===== src/rtl/ex_operand_sel_pipe.sv =====
// EX-stage operand selector: picks one of NUM_IN packed candidates, registers it behind
// a valid/ready handshake with a one-entry skid register, and counts bad selects.
module ex_operand_sel_pipe #(
  parameter int                 DATA_W      = 32,
  parameter int                 NUM_IN      = 6,
  parameter int                 SEL_W       = $clog2(NUM_IN),
  parameter logic [DATA_W-1:0]  DEFAULT_VAL = '0,
  parameter int                 CNT_W       = 8
) (
  input  logic                     clk,
  input  logic                     rst,
  input  logic                     flush,
  input  logic                     in_valid,
  output logic                     in_ready,
  input  logic [NUM_IN*DATA_W-1:0] in_data,
  input  logic [SEL_W-1:0]         in_sel,
  output logic                     out_valid,
  input  logic                     out_ready,
  output logic [DATA_W-1:0]        out_data,
  output logic                     out_sel_err,
  output logic [CNT_W-1:0]         sel_err_cnt
);

  localparam logic [CNT_W-1:0] CNT_MAX = {CNT_W{1'b1}};
  localparam logic [CNT_W-1:0] CNT_ONE = {{(CNT_W-1){1'b0}}, 1'b1};

  // Out-of-range selects fall through to DEFAULT_VAL.
  function automatic logic [DATA_W-1:0] pick_operand(
    input logic [NUM_IN*DATA_W-1:0] cands,
    input logic [SEL_W-1:0]         sel
  );
    logic [DATA_W-1:0] res;
    res = DEFAULT_VAL;
    for (int k = 0; k < NUM_IN; k++) begin
      if (sel == SEL_W'(k)) begin
        res = cands[k*DATA_W +: DATA_W];
      end
    end
    return res;
  endfunction

  logic              m_v_r, s_v_r;
  logic [DATA_W-1:0] m_data_r, s_data_r;
  logic              m_err_r, s_err_r;
  logic [CNT_W-1:0]  cnt_r;
  logic [DATA_W-1:0] sel_data_s;
  logic              sel_err_s;
  logic              acc_s, pop_s;

  // With a power-of-two candidate count every select encoding is legal.
  generate
    if ((1 << SEL_W) == NUM_IN) begin : g_no_err
      assign sel_err_s = 1'b0;
    end else begin : g_err
      assign sel_err_s = ({1'b0, in_sel} >= (SEL_W+1)'(NUM_IN));
    end
  endgenerate

  assign sel_data_s = pick_operand(in_data, in_sel);
  assign in_ready   = ~s_v_r & ~rst;
  assign acc_s      = in_valid & in_ready;
  assign pop_s      = m_v_r & out_ready;

  assign out_valid   = m_v_r;
  assign out_data    = m_data_r;
  assign out_sel_err = m_err_r;
  assign sel_err_cnt = cnt_r;

  // Main/skid storage: M feeds the outputs, S absorbs the entry accepted while M stalls.
  always_ff @(posedge clk) begin
    if (rst) begin
      m_v_r    <= 1'b0;
      s_v_r    <= 1'b0;
      m_data_r <= {DATA_W{1'b0}};
      s_data_r <= {DATA_W{1'b0}};
      m_err_r  <= 1'b0;
      s_err_r  <= 1'b0;
    end else if (flush) begin
      m_v_r <= 1'b0;
      s_v_r <= 1'b0;
    end else if (!m_v_r || pop_s) begin
      if (s_v_r) begin
        m_data_r <= s_data_r;
        m_err_r  <= s_err_r;
        m_v_r    <= 1'b1;
        s_v_r    <= 1'b0;
      end else if (acc_s) begin
        m_data_r <= sel_data_s;
        m_err_r  <= sel_err_s;
        m_v_r    <= 1'b1;
      end else begin
        m_v_r <= 1'b0;
      end
    end else if (acc_s) begin
      s_data_r <= sel_data_s;
      s_err_r  <= sel_err_s;
      s_v_r    <= 1'b1;
    end else begin
      m_v_r <= m_v_r;
    end
  end

  // Saturating bad-select counter; flush leaves it alone.
  always_ff @(posedge clk) begin
    if (rst) begin
      cnt_r <= {CNT_W{1'b0}};
    end else if (acc_s && sel_err_s && (cnt_r != CNT_MAX)) begin
      cnt_r <= cnt_r + CNT_ONE;
    end else begin
      cnt_r <= cnt_r;
    end
  end

endmodule


===== config.mk =====
export PLATFORM = sky130hd
export DESIGN_NAME = ex_operand_sel_pipe
export DESIGN_NICKNAME = d
export VERILOG_FILES = /design/src/rtl/ex_operand_sel_pipe.sv
export SDC_FILE = /design/constraint.sdc
export NUM_CORES = 1
export LEC_CHECK = 0
export CORE_MARGIN = 8
export CORE_UTILIZATION = 43
export DETAILED_ROUTE_END_ITERATION = 8
export PLACE_DENSITY = 0.82
export SETUP_SLACK_MARGIN = 0.4
export SKIP_CTS_REPAIR_TIMING = 1
export SLEW_MARGIN = 0
export SYNTH_ARGS = -nofsm -noshare
export SYNTH_HDL_FRONTEND = slang
export SYNTH_SLANG_ARGS = --single-unit
export TNS_END_PERCENT = 20

===== constraint.sdc =====
create_clock -name clk -period 2.25 [get_ports clk]
set_clock_uncertainty 0.05 [all_clocks]
set_input_delay 0.3375 -clock clk [delete_from_list [all_inputs] [get_ports clk]]
set_output_delay 0.3375 -clock clk [all_outputs]
set_load 0.01 [all_outputs]

==> metrics.yaml <==
grt:
  grt_max_degree: 66
  grt_overflow: 0
  first_global_vias: 6049
  antenna_found_initial: 1
  grt_pass1_wl_mm: 30.8
  grt_usage_pct: 23.4
pwr:
  ir_drop_uv: 375
  p_int_mw: 2.75
  p_switching_mw: 0.982
  powerDensity_nw_per_um2: 449
  p_leak_nw: 2.93
  switching_share_pct: 26.3
  comb_power_share_pct: 27.2
  seqPwrFrac_pct: 37.1
  clkPwrFrac_pct: 35.7
sta:
  finalSetupViolCount: 0
  fmax_mhz: 554
  rsz0062_at_grt: "true"
  layout_setup_ws_ps: 444
  final.setup.tns_ps: 0
  slew_viol_final: 0
  hold_viol_final: 0
  fin_crit_sh_pct: 80.3
  slew_headroom_pct: 68.8
  tightestPinTransition_ps: 468
  period_minus_slack_ps: 1810
floorplan:
  die_area_um2: 16400
  pin_count: 243
  rows: 41
  die_x_um: 128
  start_util_pct: 43.4
  die_h_um: 128
  core_um2: 12400
drt:
  ant_nets: 0
  routedWlPerCell_um: 19.8
  dr_total_vias: 5827
  routed_wl_mm: 19.8
  vias_per_cell: 5.82
  drc: 0
  drt_pass1_iterations: 5
  drt_iter0_drc: 507
clock_tree:
  clk_latency_ps: 330
  cts_made_buffers: 9
  cts_root_buf: "clkbuf_16"
  clock_path_buffers: 2
  clock-sinks: 76
  clkSlewWorstSetupHoldPaths_ps: 70
  tritoncts: "done"
  cts_max_level: 3
job:
  cap_violations: 0
logic_synthesis:
  ys_types: 44
  synth_compound_area_share_pct: 21.9
  synth-simple-area-share_pct: 30.2
  synth_top_family_by_area: "simple AND/OR/NAND/NOR gates"
  syn_nets: 810
  synthCells: 609
  seq_area_frac_synth_pct: 28.2
  ys_seq_elements: 76
  avgSynthCellArea_um2: 8.84
  synth_fa_ha_area_share_pct: 0.232
  synth_area_um2: 5390
  muxShareOfSynthArea_pct: 13.5
  ys_warn_count: 0
  synth-xor-area-share_pct: 0.325
layout:
  area_delta_synth_final_pct: 54.4
  fill_cells: 1014
  drive_above_1_share_pct: 14.0
  fin_nets: 1024
critical_path:
  cp.arrival_ps: 1420
  worstPathCellList: "nor2_2 -> clkdlybuf4s50_1"
  worstSetupPathType: "flop to output port"
  path_buf_inv: 1
  worstPathRequired_ps: 1860
  slowest_delay_ps: 550
  worstPathMaxFanout: 8
  cp-start-kind: "flop"
  cp_slowest_cell: "clkdlybuf4s50_1"
  crit_family: "buffers and inverters"
  cp-end-kind: "output port"
worst_hold_path:
  worstHoldPathType: "input port to flop"
status:
  outcome: "completed"
placement:
  place_ws_ps: 92.4
  dp_hpwl_mm: 15.4
  io_buffers: 242
  gp_congestion: 0.863
[area by class of cell]
class / instances / area [um2] / area share (%)
timing repair buffer: 268 / 2710 / 32.6
antenna: 1 / 2.50 / 0.0301
clock inverter: 6 / 50.0 / 0.602
inverter: 2 / 7.51 / 0.0903
sequential: 76 / 1520 / 18.3
clock buffer: 10 / 229 / 2.75
multi-input combinational: 466 / 3580 / 43.1
tap: 172 / 215 / 2.59
[state kept, by name, indices dropped and copies added, names as in the netlist]
name / count
s_v_r: 1
out_valid: 1
s_err_r: 1
out_sel_err: 1
sel_err_cnt: 8
s_data_r: 32
out_data: 32
[layer usage]
layer | GRT usage, % | part of all wire (%)
met3 | 5.41 | 7.1
met5 | 0 | 0
met2 | 39.7 | 49
met1 | 27.1 | 40
met4 | 11.5 | 3.7
[power groups by stage]
stage	Clock [mW]	Sequential, mW	Combinational, mW
2_1_floorplan	0	1.42	0.446
3_3_place_gp	0	1.42	0.983
3_5_place_dp	0	1.42	1.00
4_1_cts	1.35	1.39	1.01
5_1_grt	1.41	1.39	1.08
6_report	1.33	1.39	1.02
[path summary, 6_finish.rpt]
check / start / end / slack [ps] / cells after the start
max: s_v_r$_SDFFE_PP0P_ / in_ready / 440 / 2
min: rst / s_err_r$_SDFFE_PP0P_ / 250 / 2
max reg2reg: sel_err_cnt[0]$_SDFFE_PP0P_ / sel_err_cnt[3]$_SDFFE_PP0P_ / 490 / 5
min reg2reg: s_err_r$_SDFFE_PP0P_ / s_err_r$_SDFFE_PP0P_ / 410 / 2
[cells in the final DEF (no fill, tap or decap), types with 2 or more instances in the layout]
master / n
a211oi_1: 2
a21oi_1: 5
a221o_1: 2
a32oi_1: 31
and3_1: 2
and4b_1: 2
buf_12: 8
buf_2: 2
buf_4: 19
clkbuf_16: 9
clkdlybuf4s50_1: 238
clkinv_4: 3
clkinvlp_4: 2
dfxtp_1: 76
inv_1: 2
mux2_2: 31
mux2i_1: 38
nand2_1: 37
nand2b_1: 62
nand3_1: 2
nand3b_1: 93
nor2_1: 5
nor2b_1: 31
nor2b_2: 2
nor3_1: 2
o21ai_0: 32
o221a_2: 31
o221ai_1: 31
or2b_1: 6
xnor2_1: 2
[cell families (layout without fill, tap and decap cells)]
kind of cell / Yosys count / count (layout)
AO/OA/AOI/OAI: 140 / 140
XOR/XNOR: 2 / 2
adder cells (fa/ha/maj): 1 / 1
buffers and inverters: 67 / 286
flip-flops: 76 / 76
multiplexers: 69 / 69
other: 0 / 1
AND/OR/NAND/NOR: 254 / 254
[cell usage after synthesis, drive strengths merged]
cell type | instances | area (um2)
mux2i | 38 | 380
o221a | 31 | 349
mux2 | 31 | 349
or4 | 1 | 11.3
nor2b | 33 | 206
a32oi | 31 | 272
a21oi | 5 | 25.0
clkbuf | 42 | 159
dfxtp | 76 | 1520
o21ai | 32 | 160
buf | 23 | 136
a2111oi | 1 | 15.0
nand4b | 1 | 15.0
and3 | 2 | 12.5
o211ai | 1 | 7.51
a221oi | 1 | 15.0
and2b | 1 | 7.51
a211oi | 3 | 27.5
nand2b | 62 | 388
or2 | 2 | 12.5
nand3b | 93 | 698
nor3 | 2 | 10.0
and4b | 2 | 20.0
or3 | 1 | 6.26
inv | 2 | 7.51
nor2 | 6 | 22.5
ha | 1 | 12.5
and4 | 1 | 8.76
nor4 | 1 | 6.26
or2b | 6 | 45.0
a31oi | 1 | 6.26
nand4 | 1 | 6.26
nand3 | 2 | 10.0
nand2 | 37 | 139
a221o | 2 | 20.0
xnor2 | 2 | 17.5
o221ai | 31 | 272
a2bb2oi | 1 | 8.76
[worst register-to-register path: stages (launching register included)]
cell and delay [ps]:
dfxtp_1 360, ha_1 270, and3_1 270, a211oi_4 390, nand4_1 160, mux2i_1 140
[per-stage QoR]
stage | instances | hold slack (ps) | power, mW | instance area, um2 | utilization (%)
after floorplan | 609 | 366 | 1.87 | 5390 | -
after global placement | 984 | 394 | 2.40 | 8010 | 64.6
after detailed placement | 984 | 400 | 2.42 | 8010 | 64.6
after CTS | 1000 | 216 | 3.74 | 8290 | 66.8
after global routing | 1001 | 285 | 3.88 | 8320 | 67.0
final | 1001 | 246 | 3.73 | 8320 | 67.0
No activity file was read; power rests on OpenSTA's default activity.
